## src/rtl/ex_operand_stage.sv

```systemverilog
// ID/EX pipeline register with MEM/WB operand forwarding, load-use stall and flush bubble.
// Latency: one edge from id_* to alu_*/ex_*; forwarding and stall are combinational.
module ex_operand_stage #(
  parameter int BUS_WIDTH  = 16,
  parameter int REG_ADDR_W = 3
) (
  input  logic                  clk,
  input  logic                  rst,
  input  logic                  flush,
  input  logic                  id_valid,
  input  logic [2:0]            id_alu_op,
  input  logic [BUS_WIDTH-1:0]  id_rs_data,
  input  logic [BUS_WIDTH-1:0]  id_rt_data,
  input  logic [BUS_WIDTH-1:0]  id_imm,
  input  logic                  id_alu_src,
  input  logic [REG_ADDR_W-1:0] id_rs_addr,
  input  logic [REG_ADDR_W-1:0] id_rt_addr,
  input  logic [REG_ADDR_W-1:0] id_rd_addr,
  input  logic                  id_uses_rs,
  input  logic                  id_uses_rt,
  input  logic                  id_reg_write,
  input  logic                  id_mem_read,
  input  logic                  id_mem_write,
  input  logic                  mem_reg_write,
  input  logic [REG_ADDR_W-1:0] mem_rd_addr,
  input  logic [BUS_WIDTH-1:0]  mem_result,
  input  logic                  wb_reg_write,
  input  logic [REG_ADDR_W-1:0] wb_rd_addr,
  input  logic [BUS_WIDTH-1:0]  wb_result,
  output logic                  stall,
  output logic [2:0]            alu_Op,
  output logic [BUS_WIDTH-1:0]  alu_A,
  output logic [BUS_WIDTH-1:0]  alu_B,
  output logic [BUS_WIDTH-1:0]  ex_store_data,
  output logic                  ex_valid,
  output logic                  ex_reg_write,
  output logic                  ex_mem_read,
  output logic                  ex_mem_write,
  output logic [REG_ADDR_W-1:0] ex_rd_addr
);

  typedef struct packed {
    logic                  valid;
    logic [2:0]            alu_op;
    logic [BUS_WIDTH-1:0]  rs_data;
    logic [BUS_WIDTH-1:0]  rt_data;
    logic [BUS_WIDTH-1:0]  imm;
    logic                  alu_src;
    logic [REG_ADDR_W-1:0] rs_addr;
    logic [REG_ADDR_W-1:0] rt_addr;
    logic [REG_ADDR_W-1:0] rd_addr;
    logic                  reg_write;
    logic                  mem_read;
    logic                  mem_write;
  } ex_reg_t;

  ex_reg_t ex_q;
  logic    hazard;
  logic    rs_match;
  logic    rt_match;

  assign rs_match = id_uses_rs & (id_rs_addr == ex_q.rd_addr);
  assign rt_match = id_uses_rt & (id_rt_addr == ex_q.rd_addr);
  assign hazard   = ex_q.valid & ex_q.mem_read & (ex_q.rd_addr != '0) & id_valid
                  & (rs_match | rt_match);
  assign stall    = hazard & ~flush;

  always_ff @(posedge clk) begin
    if (rst) begin
      ex_q <= '0;
    end else if (flush || stall) begin
      ex_q <= '0;
    end else begin
      ex_q.valid     <= id_valid;
      ex_q.alu_op    <= id_alu_op;
      ex_q.rs_data   <= id_rs_data;
      ex_q.rt_data   <= id_rt_data;
      ex_q.imm       <= id_imm;
      ex_q.alu_src   <= id_alu_src;
      ex_q.rs_addr   <= id_rs_addr;
      ex_q.rt_addr   <= id_rt_addr;
      ex_q.rd_addr   <= id_rd_addr;
      ex_q.reg_write <= id_valid & id_reg_write;
      ex_q.mem_read  <= id_valid & id_mem_read;
      ex_q.mem_write <= id_valid & id_mem_write;
    end
  end

  // r0 never forwards: its registered data is the architectural zero.
  function automatic logic [BUS_WIDTH-1:0] fwd(
    input logic [REG_ADDR_W-1:0] addr,
    input logic [BUS_WIDTH-1:0]  data,
    input logic                  m_we,
    input logic [REG_ADDR_W-1:0] m_rd,
    input logic [BUS_WIDTH-1:0]  m_res,
    input logic                  w_we,
    input logic [REG_ADDR_W-1:0] w_rd,
    input logic [BUS_WIDTH-1:0]  w_res
  );
    logic [BUS_WIDTH-1:0] r;
    r = data;
    if (addr != '0) begin
      if (m_we && (m_rd == addr))      r = m_res;
      else if (w_we && (w_rd == addr)) r = w_res;
    end
    return r;
  endfunction

  logic [BUS_WIDTH-1:0] rs_fwd;
  logic [BUS_WIDTH-1:0] rt_fwd;

  always_comb begin
    rs_fwd = fwd(ex_q.rs_addr, ex_q.rs_data, mem_reg_write, mem_rd_addr, mem_result,
                 wb_reg_write, wb_rd_addr, wb_result);
    rt_fwd = fwd(ex_q.rt_addr, ex_q.rt_data, mem_reg_write, mem_rd_addr, mem_result,
                 wb_reg_write, wb_rd_addr, wb_result);
  end

  assign alu_A         = rs_fwd;
  assign alu_B         = ex_q.alu_src ? ex_q.imm : rt_fwd;
  assign ex_store_data = rt_fwd;
  assign alu_Op        = ex_q.alu_op;
  assign ex_valid      = ex_q.valid;
  assign ex_reg_write  = ex_q.reg_write;
  assign ex_mem_read   = ex_q.mem_read;
  assign ex_mem_write  = ex_q.mem_write;
  assign ex_rd_addr    = ex_q.rd_addr;

endmodule

```

## config.mk

```make
export PLATFORM = sky130hd
export DESIGN_NAME = ex_operand_stage
export DESIGN_NICKNAME = d
export VERILOG_FILES = /design/src/rtl/ex_operand_stage.sv
export SDC_FILE = /design/constraint.sdc
export NUM_CORES = 1
export LEC_CHECK = 0
export CAP_MARGIN = 20
export CELL_PAD_IN_SITES_DETAIL_PLACEMENT = 1
export CELL_PAD_IN_SITES_GLOBAL_PLACEMENT = 2
export CORE_AREA = 2 2 124 126
export CTS_CLUSTER_DIAMETER = 150
export CTS_CLUSTER_SIZE = 25
export DETAILED_ROUTE_END_ITERATION = 12
export DIE_AREA = 0 0 126 128
export GPL_ROUTABILITY_DRIVEN = 0
export PLACE_DENSITY_LB_ADDON = 0.1
export SYNTH_ARGS = -nofsm -noshare
export SYNTH_HDL_FRONTEND = slang
export SYNTH_SLANG_ARGS = --single-unit
```

## constraint.sdc

```tcl
create_clock -name clk -period 2.5 [get_ports clk]
set_input_delay 0.625 -clock clk [delete_from_list [all_inputs] [get_ports clk]]
set_output_delay 0.625 -clock clk [all_outputs]
set_load 0.005 [all_outputs]
```

# After elaboration in Yosys (flattened, before gate mapping)
# Cells that the tools add are included.
# word_totals
ff_bits,65
output_inout_bits,59
word_cells,46
# op_classes
n_eq_ne,6
mux,7
bitwise,12
reduce_logical,9
# op_table
operator,n
16-bit 2-to-1 mux,7
3-bit == test,6
1-bit AND,10
3-bit nonzero test,3
1-bit logical AND,4
2-bit OR reduction,1
1-bit logical OR,1
1-bit inverter,1
1-bit OR,1

# Depth between registers and ports, before layout
# Gate-level depths: netlist of the first run.
# logic_depth
word_depth,7
ltp_mapped,7
ltp_nobuf,5

# Least setup slack after synthesis of the first run
# Ideal clock, no wire load.
# synth_timing
path_type,input port to output port
start,input mem_rd_addr[1]
end,output alu_B[10]
t_arrival_ps,1658
required_ps,1875
setup_slack_ps,217
path_stages,7
n_path_buf,2
cell_sequence,xnor2_1 -> and4_1 -> buf_2 -> buf_6 -> a21oi_1 -> a21o_1 -> o21ai_2
# synth_between
elab_chain_len,5
# synth_rtl
element,line,text
from (decl),25,"input logic [REG_ADDR_W-1:0] mem_rd_addr,"
3-bit == test,103,if (m_we && (m_rd == addr)) r = m_res;
1-bit logical AND,103,
16-bit 2-to-1 mux,103,
16-bit 2-to-1 mux,102,if (addr != '0) begin
16-bit 2-to-1 mux,120,assign alu_B = ex_q.alu_src ? ex_q.imm : rt_fwd;
to (decl),33,"output logic [BUS_WIDTH-1:0] alu_B,"
# Every way passes these cells.

# Worst setup path after layout of the first run
# layout_timing
start,input mem_rd_addr[2]
end,output alu_B[6]
# The elaborated chain is that of the path after synthesis.

==> results of run 1 <==
flip-flops by register name, summed over array words and instances, names as in the netlist:
signal        flops
alu_Op            3
ex_mem_read       1
ex_mem_write      1
ex_q             55
ex_rd_addr        3
ex_reg_write      1
ex_valid          1
per-stage QoR:
| stage | utilization [%] | cells | power (mW) | cell area, um2 | setup slack [ns] |
|---|---|---|---|---|---|
| final | 40.35 | 751 | 3.057 | 5998 | -0.06437 |
| after CTS | 38.65 | 752 | 3.067 | 5746 | -0.07646 |
| after floorplan | - | 353 | 1.342 | 3063 | 0.2172 |
| after detailed placement | 34.96 | 721 | 1.768 | 5196 | -0.9305 |
| after global routing | 40.35 | 751 | 3.214 | 5998 | -0.1272 |
| after global placement | 34.96 | 721 | 1.764 | 5196 | -0.8465 |
worst paths after layout:
path,startpoint,endpoint,cells after the start,slack [ns]
setup / recovery,mem_rd_addr[2],alu_B[6],11,-0.06
hold / removal,id_rt_addr[2],ex_q[8],2,0.56
setup reg to reg,ex_rd_addr[2],ex_q[48],7,0.81
hold reg to reg,ex_rd_addr[1],ex_q[30],4,1.09
placed cells by master (no fill, tap or decap), types with 5 or more instances in the layout:
master	Yosys	routed
nor2_1	32	12
o22ai_1	16	6
buf_4	9	30
and2_1	62	62
xnor2_2	0	8
buf_8	0	5
a21oi_4	1	8
clkbuf_16	0	9
a21oi_2	1	25
buf_2	3	49
a21oi_1	47	16
buf_12	0	9
a21o_1	16	16
nor2_4	0	12
xnor2_1	18	6
nor2_2	0	8
o21ai_1	2	14
buf_6	7	13
clkdlybuf4s50_1	0	106
nand2_1	17	17
o21ai_2	9	18
dfxtp_1	65	59
o22ai_2	0	10
power groups by stage:
stage	Sequential (mW)	Clock (mW)	Combinational [mW]
final	1.10	1.23	0.726
after global routing	1.11	1.32	0.783
after CTS	1.10	1.28	0.692
after detailed placement	1.12	0	0.650
after global placement	1.12	0	0.646
after floorplan	1.11	0	0.229
kinds of logic after synthesis:
| group | share of synthesized area [%] |
|---|---|
| AND/OR/NAND/NOR | 22.88 |
| flip-flops | 42.48 |
| XOR/XNOR | 5.147 |
| buffers and inverters | 6.372 |
| AO/OA/AOI/OAI | 23.12 |
final cells by class:
class,count,area (um2)
fillers,1708,8866
multi-input cells,260,2115
repair buffers,220,2036
flip-flops and latches,65,1319
well taps,188,235.2
clock buffers,11,232.7
clock inverters,5,56.30
diodes,2,5.005
metal layers:
layer  share of wire [%]  wire (um)
met2                  50       6614
met1                  41       5472
met4                 2.8        371
met3                 6.6        876
met5                   0          0
repair_timing:
item                       in CTS  in global routing
pin swaps                      28                 37
cloned                          3                  0
setup endpoints to repair      49                 49
resized for setup             333                 72
setup buffers                  14                  0
synth_stat cells (all sizes together):
cell | n | area (um2)
a21oi | 49 | 260.3
nand2 | 17 | 63.81
o21ai | 32 | 193.9
and4b | 1 | 10.01
clkbuf | 9 | 33.78
and2 | 62 | 387.9
nand4 | 6 | 56.31
nor3 | 1 | 10.01
and3 | 4 | 25.02
xnor2 | 18 | 157.7
and4 | 1 | 8.760
o22ai | 16 | 100.1
a21boi | 1 | 18.77
a21o | 16 | 120.1
nor2 | 32 | 120.1
dfxtp | 65 | 1301
nand2b | 1 | 6.260
a311oi | 1 | 15.01
buf | 19 | 161.4
or3 | 2 | 12.51
worst reg2reg max path: cells and delay by family, from the launching register on:
family                    cells  cell delay [ns]
AOI/OAI and AO/OA             1             0.34
xor gates and xnor gates      1             0.10
buffers and inverters         2             0.43
DFF                           1             0.41
and+or+nand+nor               3             0.35
==> impl_metrics.yaml, run 1 <==
critical_path:
  critical_path.max_stage_delay_ns: 0.18
  endpoint_kind: "primary output"
  crit_type: "primary input to primary output"
  critical_path_buf_inv_count: 6
  critPathMaxFanout: 3
  crit_path_top_delay_cell: "a21oi_4"
  path_delay_family: "buffers and inverters"
  crit_top_cell: "buf_6"
  cp.arrival_ns: 1.94
  cp_cell_sequence: "buf_6, xnor2_2, buf_4, nand4_4, a21oi_4, buf_6, buf_12, buf_8, nor2_4, o21ai_2, buf_2"
  critical_path.startpoint_type: "primary input"
  cp.required_ns: 1.88
route:
  vias: 3275
  route.detailed.drc: 0
  ant_nets: 0
  drtIter0Drc: 121
  drt_first_pass_iters: 4
  via_per_inst: 4.361
  routedWlPerCell_um: 17.75
  routed_wl_um: 13330
pwr:
  pwr_density_cell_nw_per_um2: 509.7
  comb_power_share_pct: 23.8
  p_leak_nw: 2.581
  ir_drop_v: 0.0004083
  p_int_mw: 2.267
  switching_share_pct: 25.84
  p_clk_share_pct: 40.2
  power_switching_mw: 0.7900
  p_seq_share_pct: 36.1
clocking:
  cts_made_buffers: 9
  htree_levels: 3
  cts_tree: "done"
  clk_latency_ns: 0.33
  ctsLongestPathBuffers: 2
  clk_pin_slew_ns: 0.05
  cts-root-buf: "clkbuf_16"
  hold_buffers: 0
  cts_sinks: 65
place:
  port_buffers: 168
  dp_hpwl_um: 9730
global_route:
  busiest_layer: "met2"
  grtUsageTotal_pct: 16.71
  grt_pass1_wl_um: 20500
  use_met3_pct: 5.593
  grtUsageMet2_pct: 28.78
  antenna_found_initial: 2
  grt_pass1_vias: 3722
  use_met1_pct: 18.91
  grt_max_degree: 46
  grt-ovfl-total: 0
status:
  violations: "setup timing"
  status: "finished, violations left"
timing:
  hold_ws_ns: 0.5622
  hold_viol: 0
  fin_worst_skew_ns: 0.003377
  drv_slew: 0
  fin_tns_setup_ns: -0.7816
  slew_headroom_pct: 81.02
  fin_ws_ns: -0.06437
  period_needed_ns: 2.564
  fmax_ghz: 0.3900
  rsz0062_at_grt: "true"
  worst_slew_pin_slew_ns: 0.2847
  fin_crit_sh_pct: 102.6
  finalSetupViolCount: 20
yosys:
  syn_area_um2: 3063
  synthCells: 353
  synth-warning-count: 0
  syn_avg_cell_area_um2: 8.677
  yosys.cell_types.count: 27
  syn_nets: 463
  ys_ff_latch: 65
  yosysSeqAreaShare_pct: 42.48
floorplanning:
  die_h_um: 128
  coreArea_um2: 14860
  rows: 45
  fp.dieW_um: 126
  io_pins: 169
  dieArea_um2: 16130
  initial_utilization_pct: 20.61
layout:
  nets: 666
  drive_above_1_share_pct: 40.46
  area_delta_synth_final_pct: 95.83
worst_hold_path:
  hold_class: "primary input to flop"
run:
  maxCapViolCount: 0
Note: power is estimated with default switching activity, not from simulation.
==> run 2: changes to the inputs <==
CORE_AREA = 2 2 131 120   (was 2 2 124 126)
DIE_AREA = 0 0 133 122   (was 0 0 126 128)
PLACE_DENSITY = 0.83   (was default)
PLACE_DENSITY_LB_ADDON = default   (was 0.1)
==> run 2 against run 1 <==
Net effect:
- largest power group unchanged
- largest cell class unchanged
- global-route usage shrank 0.45 points
- via count shrank 1.4%
- clock power is essentially flat
- critical endpoint is now alu_B[3]
- clock-buffer cell count grew 1
- sequential cell count is the same
- clock skew grew 0.00077 ns
- first-iteration DRC count grew 4.1%
- highest routed layer unchanged
- die area grew 0.61%
- the flow still finishes with violations (setup timing)
- core utilization shrank 0.18 points
- combinational power shrank 2%
- hold slack gained 0.027 ns
- non-clock buffer count shrank 2
==> impl_metrics.yaml, run 2 (same netlist as run 1, synthesis figures left out) <==
status:
  status: "finished, violations left"
  violations: "setup timing"
timing:
  fin_ws_ns: -0.09982
  hold_viol: 0
  period_needed_ns: 2.600
  worst_slew_pin_slew_ns: 0.2946
  rsz0062_at_grt: "true"
  fmax_ghz: 0.3846
  fin_crit_sh_pct: 104.0
  finalSetupViolCount: 47
  fin_worst_skew_ns: 0.004152
  drv_slew: 0
  slew_headroom_pct: 80.36
route:
  drt_first_pass_iters: 6
  routed_wl_um: 13000
  ant_nets: 0
  via_per_inst: 4.243
  routedWlPerCell_um: 17.09
  route.detailed.drc: 0
  vias: 3229
  drtIter0Drc: 126
clocking:
  hold_buffers: 0
  clk_pin_slew_ns: 0.05
  cts-root-buf: "clkbuf_16"
  cts_tree: "done"
  htree_levels: 3
  clk_latency_ns: 0.33
  cts_sinks: 65
  ctsLongestPathBuffers: 2
  cts_made_buffers: 9
pwr:
  switching_share_pct: 25.51
  p_seq_share_pct: 36.2
  power_switching_mw: 0.7824
  ir_drop_v: 0.0002871
  pwr_density_cell_nw_per_um2: 508.6
  p_clk_share_pct: 40.7
  comb_power_share_pct: 23.1
  finalPower_mw: 3.067
  p_int_mw: 2.285
  p_leak_nw: 2.600
layout:
  layout_common_cells: "clkdlybuf4s50_1, and2_1, dfxtp_1"
  layout_commonest_cell: "clkdlybuf4s50_1"
  drive_above_1_share_pct: 41.86
  antenna_cells: 0
  nets: 664
  area_delta_synth_final_pct: 96.90
  top_register: "ex_q"
  largest_reg_flops: 55
global_route:
  grtUsageTotal_pct: 16.26
  grt_pass1_wl_um: 19950
  antenna_found_initial: 0
  grt_max_degree: 38
  grt_pass1_vias: 3551
  grt-ovfl-total: 0
critical_path:
  crit_type: "primary input to primary output"
  cp.arrival_ns: 1.97
  endpoint_kind: "primary output"
  cp.required_ns: 1.88
  critical_path.startpoint_type: "primary input"
  ff2ff_path_depth: 9
  critPathMaxFanout: 3
floorplanning:
  io_pins: 169
  initial_utilization_pct: 20.41
  die_h_um: 122
  dieArea_um2: 16230
  fp.dieW_um: 133
  rows: 43
  coreArea_um2: 15010
worst_hold_path:
  hold_path_depth: 2
  hold_class: "primary input to flop"
place:
  dp_slack_ns: -0.9277
  port_buffers: 168
  dp_hpwl_um: 9942
run:
  maxCapViolCount: 0
[run 2: cell count changes in the layout (fill, tap and decap cells not counted), moves of 3 or more]
cell,change
nor2_4,+18
nor2_1,-11
a21oi_4,-7
nor2_2,-7
a21oi_2,+5
buf_6,-3
dfxtp_2,+3
dfxtp_4,-3
o22ai_4,+3
[run 2: worst paths after layout]
check,slack (ns),endpoint,startpoint
worst max-delay path,-0.1,alu_B[3],mem_rd_addr[1]
worst min-delay path,0.59,ex_q[6],id_rt_addr[0]
worst max register to register,0.54,ex_q[9],ex_rd_addr[2]
worst min register to register,1.03,ex_rd_addr[1],ex_mem_read
[run 2: final cells by class]
cell class                      instances  area, um2
Clock buffer                           12      246.5
Clock inverter                          4      52.55
Fill cell                            1686       8980
Multi-Input combinational cell        260       2176
Sequential cell                        65       1311
Tap cell                              202      252.7
Timing Repair Buffer                  218       1992
[run 2: what timing repair did]
action,in CTS,in global routing
gates cloned,2,0
hold endpoints to repair,0,0
buffers inserted,11,3
setup endpoints to repair,49,49
resized for setup,344,76
pin swaps,28,16
[run 2: per-layer routing]
| metal | global-route usage (%) | wire [um] | vias up |
|---|---|---|---|
| li1 | - | - | 1606 |
| met1 | 19.63 | 5498 | 1512 |
| met2 | 28.24 | 6591 | 89 |
| met3 | 3.995 | 559 | 22 |
| met4 | 5.780 | 353 | 0 |
| met5 | 0 | 0 | - |
[run 2: critical path, cell delays in order]
cell and delay (ns):
buf_8 0.11, xnor2_4 0.17, buf_6 0.12, nand4_4 0.11, a21oi_4 0.24, clkbuf_16 0.19
buf_8 0.11, nor2_2 0.05, o21ai_1 0.10, buf_2 0.15
[run 2: metrics by stage]
step                      cell area (um2)  util (%)  std cells  setup TNS (ns)  hold slack (ns)
final                                6031     40.18        761          -2.878           0.5895
after detailed placement             5154     34.33        732          -40.08            1.032
after floorplan                      3063         -        353               0           0.7467
after CTS                            5731     38.18        760          -5.193           0.6746
after global placement               5154     34.33        732          -37.75            1.040
after global routing                 6031     40.18        761          -7.206           0.5942
[run 2: power by group through the flow]
stage / sequential [mW] / clock [mW] / combinational, mW
4_1_cts: 1.10 / 1.29 / 0.664
3_5_place_dp: 1.12 / 0 / 0.637
6_report: 1.11 / 1.25 / 0.709
2_1_floorplan: 1.11 / 0 / 0.229
3_3_place_gp: 1.12 / 0 / 0.627
5_1_grt: 1.11 / 1.35 / 0.768
==> run 3: changes to the inputs <==
CTS_CLUSTER_SIZE = 14   (was 25)
clock period = 2.59 ns   (was 2.5 ns; I/O delays follow)
==> run 3 against run 2 <==
Net effect:
- the flow still finishes with violations (setup timing)
- clock power increased by 6%
- via count decreased by 0.77%
- setup slack improved by 0.052 ns
- first-iteration DRC count decreased by 30%
- clock skew increased by 0.00056 ns
- routed wire length increased by 0.65%
- cell count decreased by 0.13%
- die area unchanged
- sequential share of layout area increased by 0.84 points
- non-clock buffer count decreased by 1
- critical endpoint is now ex_store_data[2]
- power decreased by 0.80%
- core utilization decreased by 1.5 points
==> impl_metrics.yaml, run 3 (same netlist as run 1, synthesis figures left out) <==
status:
  status: "finished, violations left"
  violations: "setup timing"
layout:
  top_register: "ex_q"
  seq_area_um2: 1311
  antenna_cells: 0
  final_util_pct: 38.68
  drive_above_1_share_pct: 36.92
  area_delta_synth_final_pct: 89.58
  fin_cells: 760
  layout_common_cells: "clkdlybuf4s50_1, and2_1, dfxtp_1"
  largest_reg_flops: 55
  nFillCells: 1678
  nets: 663
  layout_commonest_cell: "clkdlybuf4s50_1"
  multi_input_area_um2: 1936
place:
  dpl.cell_count: 728
  dp_hpwl_um: 10020
  port_buffers: 168
  dp_slack_ns: -0.8647
floorplanning:
  coreArea_um2: 15010
  rows: 43
  initial_utilization_pct: 20.41
  die_h_um: 122
  fp.dieW_um: 133
  dieArea_um2: 16230
  io_pins: 169
global_route:
  grtUsageTotal_pct: 16.43
  grt-ovfl-total: 0
  grt_max_degree: 38
  antenna_found_initial: 0
  grt_pass1_vias: 3492
  grt_pass1_wl_um: 20170
timing:
  fin_tns_setup_ns: -0.2651
  worst_slew_pin_slew_ns: 0.3412
  fin_ws_ns: -0.04781
  period_needed_ns: 2.638
  hold_viol: 0
  slew_headroom_pct: 77.26
  rsz0062_at_grt: "true"
  fin_worst_skew_ns: 0.004715
  finalSetupViolCount: 12
  fmax_ghz: 0.3791
  fin_crit_sh_pct: 101.8
  drv_slew: 0
route:
  via_per_inst: 4.216
  ant_nets: 0
  drtIter0Drc: 88
  routed_wl_um: 13090
  route.detailed.drc: 0
  drt_first_pass_iters: 4
  vias: 3204
  routedWlPerCell_um: 17.22
clocking:
  hold_buffers: 0
  cts_made_buffers: 9
  ctsLongestPathBuffers: 2
  cts_sinks: 65
  clk_latency_ns: 0.33
  clk_pin_slew_ns: 0.06
  cts-root-buf: "clkbuf_16"
  htree_levels: 3
  cts_tree: "done"
pwr:
  pwr_density_cell_nw_per_um2: 524.0
  ir_drop_v: 0.0002926
  finalPower_mw: 3.043
  p_leak_nw: 2.530
critical_path:
  cp_cell_sequence: "buf_8, xnor2_2, nand4_2, a21oi_4, buf_6, buf_16, buf_4, nor2_2, a21oi_1, buf_2"
  cp.arrival_ns: 1.99
  crit_path_top_delay_cell: "a21oi_4"
  ff2ff_path_depth: 9
  cp.required_ns: 1.94
  critical_path.startpoint_type: "primary input"
  crit_type: "primary input to primary output"
  endpoint_kind: "primary output"
  critPathMaxFanout: 8
  critical_path.max_stage_delay_ns: 0.20
worst_hold_path:
  hold_path_depth: 2
  hold_class: "primary input to flop"
run:
  maxCapViolCount: 0
-- run 3: changes by cell type in the layout (fill, tap and decap cells not counted), sizes merged --
| cell | change |
|---|---|
| dlymetal6s2s | -2 |
| clkinv | -2 |
| clkinvlp | +1 |
| clkdlybuf4s50 | +2 |
| clkdlybuf4s15 | -1 |
| bufinv | +1 |
-- run 3: path summary, 6_finish.rpt --
check            startpoint               end  slack, ns
min           id_rt_addr[0]           ex_q[6]       0.62
min reg2reg     ex_mem_read     ex_rd_addr[0]       1.04
max reg2reg   ex_rd_addr[1]          ex_q[50]       0.61
max          mem_rd_addr[0]  ex_store_data[2]      -0.05
-- run 3: final cells by class --
cell class              instances  share of cell area [%]
clock inverters                 4                   1.314
repair buffers                217                   34.17
flip-flops and latches         65                   22.58
clock buffers                  12                   4.245
multi-input cells             260                   33.33
well taps                     202                   4.353
-- run 3: metal layers --
metal / GRT usage (%) / part of all wire (%)
met1: 19.52 / 43
met2: 28.59 / 50
met3: 4.037 / 4.1
met4: 6.586 / 2.3
met5: 0 / 0
-- run 3: report_power, final --
part	internal [mW]	switching, mW
registers	1.04	0.0248
logic	0.379	0.272
clock network	0.871	0.454
total	2.29	0.752
-- run 3: stage by stage --
step | cell area (um2) | hold WS, ns
6_report | 5807 | 0.6245
3_5_place_dp | 5136 | 1.044
3_3_place_gp | 5136 | 1.037
4_1_cts | 5702 | 0.6930
5_1_grt | 5807 | 0.6240
2_1_floorplan | 3063 | 0.7692
-- run 3: timing repair --
action                     4_1_cts  5_1_grt
pin swaps                       24       13
gates resized for setup        332       29
setup buffers                   12        2
gates cloned                     3        0
setup endpoints to repair       49       48
-- run 3: worst max-delay path, delay by kind of cell --
family / cells / cell delay (ns)
buffers and inverters: 5 / 0.62
xor gates and xnor gates: 1 / 0.19
AOI/OAI and AO/OA: 2 / 0.32
and+or+nand+nor: 2 / 0.22
